**config.mk**
```make
export PLATFORM = sky130hd
export DESIGN_NAME = cram_loader
export DESIGN_NICKNAME = d
export VERILOG_FILES = /design/src/rtl/cram_pkg.sv /design/src/rtl/cram_serializer.sv /design/src/rtl/cram_loader.sv
export SDC_FILE = /design/constraint.sdc
export NUM_CORES = 1
export LEC_CHECK = 0
export ABC_AREA = 1
export BUFFER_PORTS_ARGS = -buffer_cell sky130_fd_sc_hd__buf_2
export CORE_MARGIN = 4
export CORE_UTILIZATION = 35
export DETAILED_ROUTE_END_ITERATION = 7
export GPL_TIMING_DRIVEN = 1
export SLEW_MARGIN = 20
export SYNTH_ARGS = -nofsm -noshare
export SYNTH_HDL_FRONTEND = slang
export SYNTH_SLANG_ARGS = --single-unit
```
**constraint.sdc**
```tcl
create_clock -name clk -period 2.15 [get_ports clk]
set_input_delay 0.43 -clock clk [delete_from_list [all_inputs] [get_ports clk]]
set_output_delay 0.43 -clock clk [all_outputs]
set_load 0.005 [all_outputs]
```
**src/rtl/cram_pkg.sv**
```systemverilog
// Shared types and sizing helpers for the CRAM scan-chain loader.
package cram_pkg;

  typedef enum logic [1:0] {
    IDLE  = 2'd0,
    CLEAR = 2'd1,
    SHIFT = 2'd2,
    DONE  = 2'd3
  } state_t;

  localparam int DEF_CHAIN_LEN = 1024;
  localparam int DEF_WORD_W    = 8;
  localparam int DEF_TIMEOUT   = 255;

  // Bits needed for a counter that must be able to hold max_val itself.
  function automatic int cnt_w(input int max_val);
    return $clog2(max_val + 1);
  endfunction

endpackage

```
**src/rtl/cram_serializer.sv**
```systemverilog
// Word-to-bit serializer: WORD_W shift register plus occupancy, LSB first.
module cram_serializer
  import cram_pkg::*;
#(
  parameter  int WORD_W = DEF_WORD_W,
  localparam int OW     = cnt_w(WORD_W)
) (
  input  logic              clk,
  input  logic              rst,
  input  logic              flush_i,
  input  logic              shift_en_i,
  input  logic              need_i,
  input  logic              word_valid_i,
  input  logic [WORD_W-1:0] word_data_i,
  output logic              word_ready_o,
  output logic              config_en_o,
  output logic              config_data_o,
  output logic [OW-1:0]     occ_o
);

  logic [OW-1:0]     occ_q, occ_d;
  logic [WORD_W-1:0] sr_q, sr_d;
  logic              shift, accept;

  // Handshake: a word transfers on a cycle where word_valid_i and word_ready_o
  // are both high; ready never depends on valid, and opens while the last bit
  // of the previous word is leaving so consecutive words shift without gaps.
  assign shift         = shift_en_i && (occ_q != '0);
  assign word_ready_o  = shift_en_i && need_i && ((occ_q == '0) || (occ_q == OW'(1)));
  assign accept        = word_ready_o && word_valid_i;
  assign config_en_o   = shift;
  assign config_data_o = shift && sr_q[0];
  assign occ_o         = occ_q;

  always_comb begin
    occ_d = occ_q;
    sr_d  = sr_q;
    if (flush_i) begin
      occ_d = '0;
      sr_d  = '0;
    end else begin
      if (shift) begin
        occ_d = occ_q - OW'(1);
        sr_d  = sr_q >> 1;
      end
      if (accept) begin
        occ_d = OW'(WORD_W);
        sr_d  = word_data_i;
      end
    end
  end

  always_ff @(posedge clk or posedge rst) begin
    if (rst) begin
      occ_q <= '0;
      sr_q  <= '0;
    end else begin
      occ_q <= occ_d;
      sr_q  <= sr_d;
    end
  end

endmodule

```
**src/rtl/cram_loader.sv**
```systemverilog
// CRAM load sequencer: clears the chain, shifts CHAIN_LEN bits, then releases the fabric.
module cram_loader
  import cram_pkg::*;
#(
  parameter int CHAIN_LEN = DEF_CHAIN_LEN,
  parameter int WORD_W    = DEF_WORD_W,
  parameter int TIMEOUT   = DEF_TIMEOUT
) (
  input  logic              clk,
  input  logic              rst,
  input  logic              start,
  input  logic              abort,
  input  logic              word_valid,
  input  logic [WORD_W-1:0] word_data,
  output logic              word_ready,
  output logic              cram_nrst,
  output logic              config_en,
  output logic              config_data,
  output logic              le_nrst,
  output logic              le_en,
  output logic              busy,
  output logic              done,
  output logic              err
);

  localparam int BW = cnt_w(CHAIN_LEN);
  localparam int SW = cnt_w(TIMEOUT);
  localparam int OW = cnt_w(WORD_W);

  state_t        state_q, state_d;
  logic [BW-1:0] bit_cnt_q;
  logic [SW-1:0] starve_q;
  logic [OW-1:0] occ;
  logic          cram_nrst_q, cram_nrst_d, le_nrst_q, le_nrst_d, le_en_q, le_en_d;
  logic          busy_q, busy_d, done_q, done_d, err_q, err_d;
  logic          in_load, kill, accept, starving, timeout, last_bit, need;

  assign in_load  = (state_q == CLEAR) || (state_q == SHIFT);
  assign kill     = abort && in_load;
  assign accept   = word_ready && word_valid;
  assign starving = (state_q == SHIFT) && (occ == '0) && !word_valid;
  assign timeout  = starving && (starve_q == SW'(TIMEOUT - 1));
  assign last_bit = config_en && (bit_cnt_q == BW'(CHAIN_LEN - 1));
  // Stop asking for words once shifted plus buffered bits cover the chain.
  assign need     = (32'(bit_cnt_q) + 32'(occ)) < 32'(CHAIN_LEN);

  cram_serializer #(.WORD_W(WORD_W)) u_ser (
    .clk          (clk),
    .rst          (rst),
    .flush_i      (state_q != SHIFT),
    .shift_en_i   ((state_q == SHIFT) && !abort),
    .need_i       (need),
    .word_valid_i (word_valid),
    .word_data_i  (word_data),
    .word_ready_o (word_ready),
    .config_en_o  (config_en),
    .config_data_o(config_data),
    .occ_o        (occ)
  );

  always_ff @(posedge clk or posedge rst) begin
    if (rst) begin
      state_q     <= IDLE;
      cram_nrst_q <= 1'b1;
      le_nrst_q   <= 1'b0;
      le_en_q     <= 1'b0;
      busy_q      <= 1'b0;
      done_q      <= 1'b0;
      err_q       <= 1'b0;
    end else begin
      state_q     <= state_d;
      cram_nrst_q <= cram_nrst_d;
      le_nrst_q   <= le_nrst_d;
      le_en_q     <= le_en_d;
      busy_q      <= busy_d;
      done_q      <= done_d;
      err_q       <= err_d;
    end
  end

  always_comb begin
    state_d = state_q;
    case (state_q)
      IDLE:    if (start) state_d = CLEAR;
      CLEAR:   state_d = kill ? IDLE : SHIFT;
      SHIFT: begin
        if (kill || timeout) state_d = IDLE;
        else if (last_bit)   state_d = DONE;
      end
      DONE:    if (start) state_d = CLEAR;
      default: state_d = IDLE;
    endcase
  end

  // Registered outputs are decoded from the next state so they line up with state_q.
  always_comb begin
    cram_nrst_d = (state_d != CLEAR);
    busy_d      = (state_d == CLEAR) || (state_d == SHIFT);
    done_d      = (state_d == DONE);
    le_nrst_d   = (state_d == DONE);
    le_en_d     = (state_d == DONE);
    err_d       = err_q;
    if (start && !in_load) err_d = 1'b0;
    if (kill || timeout)   err_d = 1'b1;
  end

  always_ff @(posedge clk or posedge rst) begin
    if (rst) begin
      bit_cnt_q <= '0;
      starve_q  <= '0;
    end else if (state_q == CLEAR) begin
      bit_cnt_q <= '0;
      starve_q  <= '0;
    end else if (state_q == SHIFT) begin
      if (config_en) bit_cnt_q <= bit_cnt_q + BW'(1);
      if (accept)        starve_q <= '0;
      else if (starving) starve_q <= starve_q + SW'(1);
    end
  end

  assign cram_nrst = cram_nrst_q;
  assign le_nrst   = le_nrst_q;
  assign le_en     = le_en_q;
  assign busy      = busy_q;
  assign done      = done_q;
  assign err       = err_q;

endmodule
```
# Word-level counts from Yosys, hierarchy flattened
# Cells that the tools add are included.
# classes
n_addsub,4
reduce_logical,30
n_mux,20
eq_ne,11
order_cmp,1
# ops
cell,n
$mux 8,7
$mux 11,3
$add 11x4->12,1
$logic_and 1x1->1,12
$lt 12x11->1 const B,1
$mux 4,3
$add 11x1->11 const B,1
$eq 11x10->1 const B,1
$add 8x1->8 const B,1
$eq 2x2->1 const B,4
$eq 8x8->1 const B,1
$mux 2,4
$pmux 2 s3,1
$reduce_bool 2->1,3
$reduce_bool 3->1,2
$eq 2x1->1 const B,2
$eq 4x1->1 const B,1
$logic_not 4->1,1
$logic_or 1x1->1,4
$reduce_and 2->1,2
$reduce_bool 4->1,1
$sub 4x1->4 const B,1
$logic_not 1->1,3
$logic_not 2->1,1
other kinds (4),5
# totals
regBits,37
in_bits,13
output_inout_bits,9
wordCells,75

# Longest topological paths before layout
# depth
word_depth,9
ltp_mapped,13
depth_no_buf,13

# Hierarchy
# Synthesis repeated with hierarchy kept, for this count alone.
# unflattened
hier_cells,286
hier_area_um2,2260.9
# modules_own_cells
module,cells_each,area_each_um2,seq_area_each_um2,instances
cram_loader,185,1497.7,626.9,1
cram_serializer,101,763.2,300.3,1

# Worst setup path before layout
# OpenSTA, ideal clock, no wires.
# synth_path
kind,flip-flop to flip-flop
from,register state_q[0]
to,"register busy_q, in the netlist busy"
t_arrival_ps,1859
period_less_slack_ps,1922
slack_ps,228
path_stages_with_launch,13
setup_ps,63
t_required_ps,2087
n_path_buf,0
cell_sequence,dfrtp_1 > inv_1 > ha_1 > inv_1 > nor2_4 > nand2_1 > inv_1 > nand4_1 > nand2_1 > nand3_1 > a21oi_1 > ha_1 > inv_1
# synth_via
elab_chain_len,9
elab_cells_between_ends,22
cone_classes,eq/ne (5); mux (5); reduce/logical (12)
# synth_lines
item,line_no,rtl
start: declaration,cram_loader.sv:30,"state_t state_q, state_d;"
start signal: assignment,cram_loader.sv:71,state_q <= state_d;
$eq 2x2->1 *,cram_loader.sv:51,".shift_en_i ((state_q == SHIFT) && !abort),"
$logic_and 1x1->1 *,cram_loader.sv:51,
$logic_and 1x1->1 *,cram_serializer.sv:28,assign shift = shift_en_i && (occ_q != '0);
via config_en,cram_loader.sv:17,"output logic config_en,"
$logic_and 1x1->1 *,cram_loader.sv:43,assign last_bit = config_en && (bit_cnt_q == BW'(CHAIN_LEN - 1));
$mux 2 *,cram_loader.sv:88,else if (last_bit) state_d = DONE;
$mux 2 *,cram_loader.sv:87,if (kill || timeout) state_d = IDLE;
$pmux 2 s3 *,cram_loader.sv:83,case (state_q)
via state_d[0],cram_loader.sv:30,
$eq 2x1->1 / $eq 2x2->1 (equally long branches),cram_loader.sv:98,busy_d = (state_d == CLEAR) || (state_d == SHIFT);
$logic_or 1x1->1 *,cram_loader.sv:98,
via busy_d,cram_loader.sv:35,"logic busy_q, busy_d, done_q, done_d, err_q, err_d;"
end signal: assignment,cram_loader.sv:75,busy_q <= busy_d;
end: declaration,cram_loader.sv:35,
# Mark *: on every way through the listed nets, which the timed path passes. The rest lies on a longest branch.
# A chain may end at the register's enable or synchronous reset.

# Worst setup path in the final report
# layout_path
from,register bit_cnt_q[2]
to,output port word_ready
# layout_via
elab_chain_len,4
# layout_lines
item,line_no,rtl
start: declaration,cram_loader.sv:31,logic [BW-1:0] bit_cnt_q;
start signal: assignment,cram_loader.sv:115,if (config_en) bit_cnt_q <= bit_cnt_q + BW'(1);
$add 11x4->12,cram_loader.sv:45,assign need = (32'(bit_cnt_q) + 32'(occ)) < 32'(CHAIN_LEN);
$lt 12x11->1,cram_loader.sv:45,
$logic_and 1x1->1 (2 in a row),cram_serializer.sv:29,assign word_ready_o = shift_en_i && need_i && ((occ_q == '0) || (occ_q == OW'(1)));
end: declaration,cram_loader.sv:15,"output logic word_ready,"
# No other way between the ends.

==> metrics.txt <==
# TYPE chip_impl_metric gauge
chip_impl_metric{name="grt_pass1_vias",unit=""} 1905
chip_impl_metric{name="final_critical_path_setup_slack",unit="ns"} 0.0397
chip_impl_metric{name="ir_worst_vdd",unit="mV"} 0.626
chip_impl_metric{name="netlist-cell-type-count",unit=""} 35
chip_impl_metric{name="syn-cell-area",unit="um2"} 2300
chip_impl_metric{name="dr.first_iter.drc_count",unit=""} 77
chip_impl_metric{name="avgSynthCellArea",unit="um2"} 7.61
chip_impl_metric{name="tightestPinTransition",unit="ns"} 0.623
chip_impl_metric{name="wire_length_of_the_first_global_routing_pass",unit="um"} 8740
chip_impl_metric{name="final-seq-area",unit="um2"} 928
chip_impl_metric{name="drive_gt1_frac",unit=""} 0.218
chip_impl_metric{name="synth_simple_gate_area_frac",unit=""} 0.348
chip_impl_metric{name="grt_overflow_total",unit=""} 0
chip_impl_metric{name="worst_setup_hold_path_clk_slew",unit="ns"} 0.08
chip_impl_info{name="rsz0062_at_grt",value="true"} 1
chip_impl_metric{name="drt-wirelength-per-cell",unit="um"} 12.5
chip_impl_metric{name="post_synth_xor_area_fraction",unit=""} 0.0343
chip_impl_metric{name="swShare",unit=""} 0.412
chip_impl_metric{name="comb_power_share",unit=""} 0.482
chip_impl_metric{name="power_switching",unit="mW"} 1.20
chip_impl_metric{name="detailedPlace.worstSlack",unit="ns"} 0.0887
chip_impl_info{name="cts.root.buffer_cell",value="sky130_fd_sc_hd__clkbuf_8"} 1
chip_impl_metric{name="total_internal_power",unit="mW"} 1.71
chip_impl_metric{name="cp_max_fo",unit=""} 3
chip_impl_metric{name="worstSkewPairLatency",unit="ns"} 0.29
chip_impl_info{name="criticalPathCategory",value="reg -> out"} 1
chip_impl_metric{name="cellLeakagePower",unit="nW"} 1.47
chip_impl_metric{name="design.die.area",unit="um2"} 7930
chip_impl_info{name="synth_top_family_by_area",value="simple AND/OR/NAND/NOR gates"} 1
chip_impl_metric{name="finish.net_count",unit=""} 376
chip_impl_metric{name="maximum_number_of_pins_on_one_net_before_global_route_repair",unit=""} 24
chip_impl_metric{name="placeableCoreArea",unit="um2"} 6350
chip_impl_metric{name="syn-instance-count",unit=""} 302
chip_impl_metric{name="synth-adder-area-share",unit=""} 0.0762
chip_impl_metric{name="synth-compound-area-share",unit=""} 0.0707
chip_impl_metric{name="floorplan.initialDensity",unit=""} 0.362
chip_impl_metric{name="mux_contribution_to_synthesized_area",unit=""} 0
chip_impl_metric{name="finClkSkew",unit="ns"} 0.00728
chip_impl_metric{name="syn_nets",unit=""} 329
chip_impl_info{name="crit_path_start",value="bit_cnt_q[2]"} 1
chip_impl_info{name="timing.hold.worst.class",value="in -> async"} 1
chip_impl_metric{name="timing.slew.headroom",unit=""} 0.584
chip_impl_info{name="timing.critical_path.to_type",value="output port"} 1
chip_impl_metric{name="clock_path_buffers",unit=""} 2
chip_impl_metric{name="power_frac_seq",unit=""} 0.341
chip_impl_metric{name="routed_wl",unit="um"} 5340
chip_impl_metric{name="cts_made_buffers",unit=""} 5
chip_impl_metric{name="clock-sinks",unit=""} 37
chip_impl_metric{name="initial_antenna_violation_count",unit=""} 0
chip_impl_metric{name="ctsHoldBuffers",unit=""} 0
chip_impl_metric{name="max-cap-violations",unit=""} 0
chip_impl_metric{name="diodes",unit=""} 0
chip_impl_metric{name="sequential_fraction_of_the_synthesis_area",unit=""} 0.403
chip_impl_metric{name="fmaxAchievable",unit="MHz"} 474
chip_impl_metric{name="timing.final.max_slew_violations",unit=""} 0
chip_impl_info{name="rr_startpoint",value="bit_cnt_q[2]"} 1
chip_impl_metric{name="detailed_place_hpwl",unit="um"} 3920
chip_impl_info{name="cts_tree",value="done"} 1
chip_impl_metric{name="finalSetupViolCount",unit=""} 0
chip_impl_metric{name="worst_ep_required_time",unit="ns"} 1.72
chip_impl_metric{name="routabilityCongestion",unit=""} 0.886
chip_impl_metric{name="cts.htree.levels",unit=""} 2
chip_impl_metric{name="finish.cell_count_without_fillers",unit=""} 426
chip_impl_metric{name="die_w",unit="um"} 89.1
chip_impl_info{name="critical_path.startpoint_type",value="flop"} 1
chip_impl_metric{name="io_buffers",unit=""} 21
chip_impl_metric{name="fin_crit_sh",unit=""} 0.982
chip_impl_metric{name="overall_global_routing_resource_usage",unit=""} 0.142
chip_impl_metric{name="postSynthRegisterBits",unit=""} 37
chip_impl_metric{name="vias_per_cell",unit=""} 4.88
chip_impl_metric{name="setup-tns-final",unit="ns"} 0
chip_impl_metric{name="route.vias.total",unit=""} 2077
chip_impl_metric{name="min_period",unit="ns"} 2.11
chip_impl_metric{name="placementRows",unit=""} 29
chip_impl_metric{name="number_of_filler_instances_in_the_final_layout",unit=""} 617
chip_impl_metric{name="fp.dieH",unit="um"} 89.1
chip_impl_metric{name="power.share.clock",unit=""} 0.177
chip_impl_metric{name="pwr_density_cell",unit="nW/um2"} 1030
chip_impl_metric{name="drt_pre_antenna_iters",unit=""} 4
chip_impl_metric{name="numPlacedInstances",unit=""} 406
chip_impl_metric{name="antenna_violating_nets_post_route",unit=""} 0
chip_impl_metric{name="remaining_drc_errors",unit=""} 0
chip_impl_metric{name="yosysWarningCount",unit=""} 0
chip_impl_metric{name="multi_input_comb_area",unit="um2"} 1280
chip_impl_metric{name="ioPinCount",unit=""} 22
chip_impl_metric{name="layout_area_overhead",unit="%"} 22.7
chip_impl_info{name="run_status",value="finished clean"} 1
chip_impl_metric{name="finalHoldViolations",unit=""} 0
chip_impl_metric{name="worstPathArrival",unit="ns"} 1.68
-- cells in the mapped netlist --
library cell / number / share of area
sky130_fd_sc_hd__nand2_1: 108 / 0.18
sky130_fd_sc_hd__nor4_1: 1 / 0.0027
sky130_fd_sc_hd__o31ai_1: 1 / 0.0033
sky130_fd_sc_hd__nand3b_4: 1 / 0.0087
sky130_fd_sc_hd__nand4_1: 10 / 0.027
sky130_fd_sc_hd__nor2_4: 3 / 0.015
sky130_fd_sc_hd__nor2_2: 1 / 0.0027
sky130_fd_sc_hd__buf_6: 1 / 0.0049
sky130_fd_sc_hd__buf_4: 3 / 0.0098
sky130_fd_sc_hd__clkbuf_1: 1 / 0.0016
sky130_fd_sc_hd__o211a_1: 1 / 0.0044
sky130_fd_sc_hd__o21ai_0: 8 / 0.017
sky130_fd_sc_hd__ha_1: 14 / 0.076
sky130_fd_sc_hd__and3_1: 2 / 0.0054
sky130_fd_sc_hd__dfstp_2: 1 / 0.011
sky130_fd_sc_hd__buf_2: 1 / 0.0022
sky130_fd_sc_hd__a21oi_1: 9 / 0.020
sky130_fd_sc_hd__o21bai_1: 1 / 0.0033
sky130_fd_sc_hd__nand3_4: 1 / 0.0076
sky130_fd_sc_hd__xor2_1: 7 / 0.027
sky130_fd_sc_hd__o21a_1: 2 / 0.0065
sky130_fd_sc_hd__nand3b_1: 1 / 0.0033
sky130_fd_sc_hd__dfrtp_1: 36 / 0.39
sky130_fd_sc_hd__nor2_1: 32 / 0.052
sky130_fd_sc_hd__a31oi_1: 1 / 0.0027
sky130_fd_sc_hd__o211ai_1: 1 / 0.0033
sky130_fd_sc_hd__nand2_4: 1 / 0.0049
sky130_fd_sc_hd__inv_1: 29 / 0.047
sky130_fd_sc_hd__nand3_1: 15 / 0.033
sky130_fd_sc_hd__xnor2_1: 2 / 0.0076
sky130_fd_sc_hd__a211oi_1: 1 / 0.0033
sky130_fd_sc_hd__nor3_1: 2 / 0.0044
sky130_fd_sc_hd__nand2_2: 2 / 0.0054
sky130_fd_sc_hd__inv_2: 1 / 0.0016
sky130_fd_sc_hd__a21oi_4: 1 / 0.0071
-- layer usage --
layer	part of all wire	global-route usage
met1	0.47	0.200
met2	0.46	0.216
met3	0.049	0.0276
met4	0.014	0.0568
met5	0	0
-- through the flow --
step	hold WS [ns]	total power, mW	cell area, um2	util
5_1_grt	0.246	3.17	2820	0.445
3_5_place_dp	0.465	2.25	2560	0.403
6_report	0.207	2.90	2820	0.445
2_1_floorplan	0.449	1.87	2300	-
4_1_cts	0.230	2.81	2670	0.421
3_3_place_gp	0.466	2.23	2560	0.403
-- cell families after synthesis --
family	count (synthesis)
simple gates	180
compound gates	26
fa+ha+maj	14
buf+inv	36
flops	37
xor+xnor	9
-- power by group through the flow --
| stage | combinational [mW] | sequential (mW) | clock, mW |
|---|---|---|---|
| finish | 1.40 | 0.990 | 0.513 |
| floorplan | 0.884 | 0.986 | 0 |
| global placement | 1.23 | 1.00 | 0 |
| detailed placement | 1.25 | 1.00 | 0 |
| CTS | 1.28 | 0.989 | 0.544 |
| global route | 1.59 | 1.02 | 0.564 |
-- timing repair --
action | in CTS | in global routing
setup buffers | 0 | 13
cloned | 0 | 0
pin swaps | 0 | 9
resized for setup | 4 | 14
hold endpoints to repair | 0 | 0
setup endpoints to repair | 1 | 28
-- placed cells by master, fill, tap and decap left out, types with 2 or more instances in the layout --
master / Yosys / final
sky130_fd_sc_hd__nand3_2: 0 / 2
sky130_fd_sc_hd__nor3_1: 2 / 2
sky130_fd_sc_hd__xnor2_1: 2 / 2
sky130_fd_sc_hd__nor2_4: 3 / 3
sky130_fd_sc_hd__buf_4: 3 / 22
sky130_fd_sc_hd__ha_1: 14 / 12
sky130_fd_sc_hd__nor2_1: 32 / 30
sky130_fd_sc_hd__o21a_1: 2 / 2
sky130_fd_sc_hd__inv_2: 1 / 2
sky130_fd_sc_hd__clkbuf_8: 0 / 6
sky130_fd_sc_hd__o21ai_0: 8 / 7
sky130_fd_sc_hd__nand2_2: 2 / 2
sky130_fd_sc_hd__buf_2: 1 / 21
sky130_fd_sc_hd__buf_6: 1 / 2
sky130_fd_sc_hd__nand2_1: 108 / 107
sky130_fd_sc_hd__nand4_1: 10 / 10
sky130_fd_sc_hd__nand3_1: 15 / 13
sky130_fd_sc_hd__dfrtp_1: 36 / 35
sky130_fd_sc_hd__and3_1: 2 / 2
sky130_fd_sc_hd__a21oi_1: 9 / 8
sky130_fd_sc_hd__xor2_1: 7 / 7
sky130_fd_sc_hd__inv_1: 29 / 28
sky130_fd_sc_hd__nor2_2: 1 / 3
-- final timing paths --
kind                                 end  slack, ns  cells past startpoint
min in group clk           u_ser.sr_q[7]       0.40                      3
min                        u_ser.sr_q[7]       0.21                      2
min reg2reg                u_ser.sr_q[6]       0.48                      2
max reg2reg                  starve_q[1]       0.11                     12
max                           word_ready       0.04                      7
max in group asynchronous   bit_cnt_q[0]       1.40                      3
-- cell type report --
cell class | count | share of cell area
multi-input cells | 229 | 0.454
flip-flops and latches | 37 | 0.329
repair buffers | 46 | 0.111
inverters | 30 | 0.0399
well taps | 77 | 0.0341
clock buffers | 6 | 0.0293
clock inverters | 1 | 0.00266
-- sequential cells by signal, summed over array words and instances (netlist names) --
name,flops
done,1
err,1
cram_nrst,1
u_ser.occ_o,4
starve_q,8
state_q,2
u_ser.sr_q,8
bit_cnt_q,11
busy,1
-- worst max-delay path, cell delays in order, from the launching register on --
cell and delay [ns]:
sky130_fd_sc_hd__dfrtp_1 0.40, sky130_fd_sc_hd__ha_1 0.34, sky130_fd_sc_hd__nand2_1 0.08, sky130_fd_sc_hd__nor2_1 0.04, sky130_fd_sc_hd__nand3_1 0.08, sky130_fd_sc_hd__nand3_2 0.11, sky130_fd_sc_hd__nor4_4 0.17, sky130_fd_sc_hd__buf_2 0.16
Power figures use the tool's default switching activity.
